<file path="src/rtl/image_ingest.sv">
// rtl/image_ingest.sv - ping-pong 16x16 frame assembler between host pixel stream and conv front end
module image_ingest #(
    parameter int PIX_W  = 8,
    parameter int ADDR_W = 8
) (
    input  logic              clk,
    input  logic              rst_n,
    input  logic              s_valid,
    output logic              s_ready,
    input  logic [PIX_W-1:0]  s_data,
    input  logic              s_last,
    output logic              frame_valid,
    output logic              frame_start,
    input  logic              frame_done,
    input  logic [ADDR_W-1:0] rd_addr,
    output logic [PIX_W-1:0]  rd_data,
    output logic [7:0]        frame_count,
    output logic              err_frame
);

    localparam int DEPTH = 1 << ADDR_W;

    typedef enum logic {
        FILL = 1'b0,
        HOLD = 1'b1
    } state_t;

    state_t state, state_nxt;

    logic [ADDR_W-1:0] wr_ptr;
    logic              wbank;
    logic              rbank;
    logic [PIX_W-1:0]  bank0 [DEPTH];
    logic [PIX_W-1:0]  bank1 [DEPTH];

    logic accept;
    logic ptr_at_end;
    logic complete;
    logic short_frame;
    logic swap;
    logic release_rd;

    // The read bank is always the one the host is not filling.
    assign rbank       = ~wbank;
    assign accept      = s_valid && (state == FILL);
    assign ptr_at_end  = (wr_ptr == {ADDR_W{1'b1}});
    assign complete    = accept && ptr_at_end;
    assign short_frame = accept && s_last && !ptr_at_end;

    // State register.
    always_ff @(posedge clk or negedge rst_n) begin
        if (!rst_n) begin
            state <= FILL;
        end else begin
            state <= state_nxt;
        end
    end

    // Next state, handshake decode and bank-swap / release decisions.
    always_comb begin
        state_nxt  = state;
        s_ready    = (state == FILL);
        swap       = 1'b0;
        release_rd = 1'b0;
        case (state)
            FILL: begin
                if (complete) begin
                    // A consumer releasing on the completing cycle frees the read bank at once.
                    if (!frame_valid || frame_done) begin
                        swap = 1'b1;
                    end else begin
                        state_nxt = HOLD;
                    end
                end else if (frame_done && frame_valid) begin
                    release_rd = 1'b1;
                end
            end
            HOLD: begin
                if (frame_done) begin
                    swap      = 1'b1;
                    state_nxt = FILL;
                end
            end
            default: state_nxt = FILL;
        endcase
    end

    // Write pointer, bank pointer, frame bookkeeping and sticky framing error.
    always_ff @(posedge clk or negedge rst_n) begin
        if (!rst_n) begin
            wr_ptr      <= '0;
            wbank       <= 1'b0;
            frame_valid <= 1'b0;
            frame_start <= 1'b0;
            frame_count <= 8'd0;
            err_frame   <= 1'b0;
        end else begin
            frame_start <= swap;
            if (accept) begin
                // A short frame is dropped by restarting at pixel 0; a full frame wraps naturally.
                wr_ptr <= short_frame ? '0 : wr_ptr + ADDR_W'(1);
            end
            if (swap) begin
                wbank       <= ~wbank;
                frame_valid <= 1'b1;
                frame_count <= frame_count + 8'd1;
            end else if (release_rd) begin
                frame_valid <= 1'b0;
            end
            if (short_frame || (complete && !s_last)) begin
                err_frame <= 1'b1;
            end
        end
    end

    // Host pixel writes into the bank currently being filled; contents are never reset.
    always_ff @(posedge clk) begin
        if (accept) begin
            if (wbank) begin
                bank1[wr_ptr] <= s_data;
            end else begin
                bank0[wr_ptr] <= s_data;
            end
        end
    end

    // Registered read port, using the read bank selected at the sampling edge.
    always_ff @(posedge clk or negedge rst_n) begin
        if (!rst_n) begin
            rd_data <= '0;
        end else begin
            rd_data <= rbank ? bank1[rd_addr] : bank0[rd_addr];
        end
    end

endmodule

</file>
<file path="config.mk">
export PLATFORM = sky130hd
export DESIGN_NAME = image_ingest
export DESIGN_NICKNAME = d
export VERILOG_FILES = /design/src/rtl/image_ingest.sv
export SDC_FILE = /design/constraint.sdc
export NUM_CORES = 2
export LEC_CHECK = 0
export ABC_AREA = 1
export CORE_MARGIN = 2
export CORE_UTILIZATION = 25
export CTS_BUF_LIST = sky130_fd_sc_hd__clkbuf_4 sky130_fd_sc_hd__clkbuf_8 sky130_fd_sc_hd__clkbuf_16
export CTS_CLUSTER_DIAMETER = 40
export DETAILED_ROUTE_END_ITERATION = 7
export HOLD_SLACK_MARGIN = 0.03
export SLEW_MARGIN = 0
export SYNTH_ARGS = -nofsm -noshare
export SYNTH_HDL_FRONTEND = slang
export SYNTH_SLANG_ARGS = --single-unit
</file>
<file path="constraint.sdc">
create_clock -name clk -period 5.3 [get_ports clk]
set_clock_uncertainty 0.15 [all_clocks]
set_input_delay 0.795 -clock clk [delete_from_list [all_inputs] [get_ports clk]]
set_output_delay 0.795 -clock clk [all_outputs]
set_load 0.01 [all_outputs]
</file>
* Yosys cells after proc, flatten, opt, wreduce, memory -nomap -nowiden
Memory sizes are Yosys's and may differ from the RTL's.
Index checks and enable logic that the tools add are counted.
** Cells by class
- Add/sub/neg operators :: 2
- Eq/ne operators :: 1
- Mux-type cells :: 21
- Bitwise operators :: 2
- Reduce and logical (&&, ||, !) cells :: 12
** Operators by type and width (count)
- $mux W1 :: 17
- $add A8 B1 Y8 const B :: 2
- $mux W8 :: 2
- $eq A8 B8 Y1 const B :: 1
- $logic_and A1 B1 Y1 :: 6
- $pmux W1 S2 :: 2
- $logic_not A1 Y1 :: 3
- $logic_or A1 B1 Y1 :: 2
- $not A1 Y1 :: 2
- $reduce_bool A2 Y1 :: 1
** Word-level totals
- Bits in registers :: 29
- Bits in writable memories :: 4096
- Memories :: 2
** Memories
- bank0 :: depth 256, width 8, rd ports 1, clocked after memory_dff 0, wr ports 1, line 33 : logic [PIX_W-1:0] bank0 [DEPTH];
- bank1 :: depth 256, width 8, rd ports 1, clocked after memory_dff 0, wr ports 1, line 34 : logic [PIX_W-1:0] bank1 [DEPTH];

* Depth between registers and ports, before layout
- Depth in word-level cells :: 7
- Depth in mapped cells :: 15

* Worst setup path after synthesis
OpenSTA, ideal clock, no wires.
- Path kind :: input port to flip-flop
- Start point :: in s_valid
- End point :: mem bank1[134][0] (enable)
- Library setup time :: 383 ps
- Arrival time :: 2138 ps
- Slack :: 2628 ps
- Cell stages on the path :: 6
- Path through :: nand2_1 -> inv_1 -> nand2_1 -> clkbuf_1 -> buf_1 -> nor3_1
** On the way
- Cells in the longest elaborated chain, start to end :: 3
** Ends and longest elaborated chain
- start, declared :: line 8 : input logic s_valid,
- $logic_and A1 B1 Y1 :: line 45 : assign accept = s_valid && (state == FILL);
- $mux W1 :: line 118 : if (accept) begin
- $mux W1 (implied by the code) :: line 120 : bank1[wr_ptr] <= s_data;
- end, declared :: line 34
Every way passes these cells.

* Final worst setup path
- Start point :: reg wbank
- End point :: mem bank0[174][1] (enable)
** On the way
- Cells in the longest elaborated chain, start to end :: 3
** Ends and longest elaborated chain
- start, declared :: line 31 : logic wbank;
- start signal, assigned :: line 104 : wbank <= ~wbank;
- $mux W1 :: line 119 : if (wbank) begin
- $mux W1 :: line 118
- $mux W1 (implied by the code) :: line 122 : bank0[wr_ptr] <= s_data;
- end, declared :: line 33
Every way passes these cells.

==> metrics.txt <==
run status finished clean; most frequent cells in the layout nand2_1 (4,129), edfxtp_1 (4,096), nand3_1 (4,083); total of max-cap violations 0; clk_lat worst skew 1.01 ns; Via density 4.79; CP max FO 33; PortBufs 40; DRC 0; first-pass GRT wire length 728,000 um; initial antenna violation count 28; share of cells above drive strength 1 11.4%; Final Power 0.0769 W; die height 824 um; static leakage 68.2 nW; Worst Setup SP wbank; Final Hold Slack 0.130 ns; Final Critical Period 4.66 ns; detailed-route via count 113,000; htree depth 6; Worst Reg-to-Reg Cells 6; EDFF count, synth 4,096; total grt overflow 0; Num CTS Buffers 518; final core occ 29.7%; synthesized cell area 0.168 mm^2; Worst Hold Class in -> reg; area of the die 0.679 mm^2; placed inst area 0.182 mm^2; setup_tns 0 ns; FMAX around 210 MHz; CP endpoint kind flip-flop; Rel. slew slack 9.30%; Mapped Cells between 10,000 and 15,000; # rows 301; Clock Pin Slew Worst Setup and Hold Paths roughly 0.06 ns; total track usage 13.9%; r2r startpoint wbank; Fin. Hold Viols 0; period utilization 87.9%; DR pass1 iterations 5; DR WL/cell 21.0 um; final slew viol count 0; Max VDD drop roughly 0.38 mV; CTS tree built; Avg Synthesized Cell Area 12.0 um^2; clock buffer depth 4; Cell Pwr Density around 390 mW/mm^2; nets@finish between 10,000 and 15,000; Die Width 824 um; RSZ-0062 raised after global routing false; DP HPWL around 280,000 um; worst endpoint data arrival time roughly 5.3 ns; core area 0.671 mm^2; predominant post-synthesis flop cell edfxtp_1; Root Driver clkbuf_16; most common cell after layout, fill and taps aside nand2_1; Warnings, synthesis 0; crit path to bank0[174][1]; post_cts resized 0; Initial Utilization between 20% and 30%; clock sinks 4,125; post-synth net total 14,000; Worst Path Required 5.90 ns; worst r2r dst bank0[174][1]; area growth from synthesis to final layout 18.6%; largest net degree at the start of global routing roughly 180; initial DRC count 14,600; Ports 41; Final Instance Area ~0.2 mm^2; Yosys cell types 32; Antenna Violating Nets Remaining 0; FF-to-FF setup slack 0.64 ns; FFs w/ async S/R, synth 0.703%; Final Setup Violations 0; Filler cells 67,400; vias in the first global route 108,000; GPL Wtd Cong 0.837; crit path launch type flip-flop; FF+latch count, synth a little over 4,000; routed wire length 496,000 um; Crit Path Class reg -> reg; Slew @ Worst Pin 1.35 ns; register area share after synthesis 73.5%
==> synth_stat cells (5+ instances only) <==
cell type	n	area share (%)
buf_4	160	0.71
inv_1	25	0.056
nor3_1	511	1.5
buf_6	22	0.15
nand3_1	4091	12
dfrtp_1	29	0.43
buf_2	520	1.5
nand2_1	4145	9.2
ha_1	5	0.037
edfxtp_1	4096	73
buf_1	115	0.26
xor2_1	9	0.047
clkbuf_1	236	0.53
nor2_1	17	0.038
==> layout make-up <==
cell class / count / area, um^2 / share of cell area, %
Antenna cell: 8 / 20.0 / 0.0100
Clock buffer: 604 / 14000 / 7.02
Clock inverter: 338 / 3860 / 1.93
Inverter: 32 / 176 / 0.0885
Multi-Input combinational cell: 8798 / 39100 / 19.6
Sequential cell: 4125 / 124000 / 62.0
Tap cell: 8938 / 11200 / 5.61
Timing Repair Buffer: 786 / 7350 / 3.69
==> power by group <==
| group | internal (W) | leakage, nW | switching [W] |
|---|---|---|---|
| clock | 0.0220 | 8.65 | 0.0143 |
| combinational | 0.00105 | 22.3 | 0.00359 |
| sequential | 0.0359 | 37.2 | 0.0000675 |
==> how the worst min path moves through the flow <==
stage	from	slack, ns	to	cells after the start
detailed placement	frame_count[7]	0.32	frame_count[7]	1
floorplan	rst_n	0.35	err_frame	0
global route	s_data[3]	0.15	bank1[28][3]	1
CTS	s_data[3]	0.07	bank1[28][3]	1
global placement	frame_count[7]	0.31	frame_count[7]	1
finish	s_data[2]	0.13	bank0[236][2]	1
==> cell families after synthesis <==
group	count (synthesis)	synth area share [%]
AO/OA/AOI/OAI	9	0.0320
flip-flops	4125	73.5
adder cells (fa/ha/maj)	5	0.0372
XOR/XNOR	10	0.0521
buffers and inverters	1089	3.30
AND/OR/NAND/NOR	8774	23.0
==> critical path, cell delays in order (launching register included) <==
cell and delay, ns:
dfrtp_1 1.15, clkinv_1 1.16, nand2_4 0.81, buf_12 0.31
buf_12 0.28, nor3_1 0.16, buf_4 0.26
==> sequential cells by signal, indices dropped and copies added (netlist names) <==
name	count
rd_data	8
bank0	2048
state	1
bank1	2048
frame_start	1
wr_ptr	8
frame_valid	1
frame_count	8
wbank	1
err_frame	1
==> per-layer routing <==
layer	vias up	wire length, um	GRT usage [%]	share of wire, %
li1	51000	-	-	-
met1	55900	208000	19.4	42
met2	5387	225000	21.8	45
met3	895	45500	2.65	9.2
met4	6	17300	4.87	3.5
met5	-	45	0	0.0091
==> per-stage QoR <==
stage               std cells  setup slack, ns
CTS                     23600            0.783
global placement        22700            0.503
detailed placement      22700            0.543
floorplan               14000             2.63
global route            23600            0.691
finish                  23600            0.640
==> what timing repair did <==
item	4_1_cts	5_1_grt
endpoints found under the hold margin	29	0
buffers inserted	0	0
hold buffers	1	0
(Power assumes the default switching activity.)
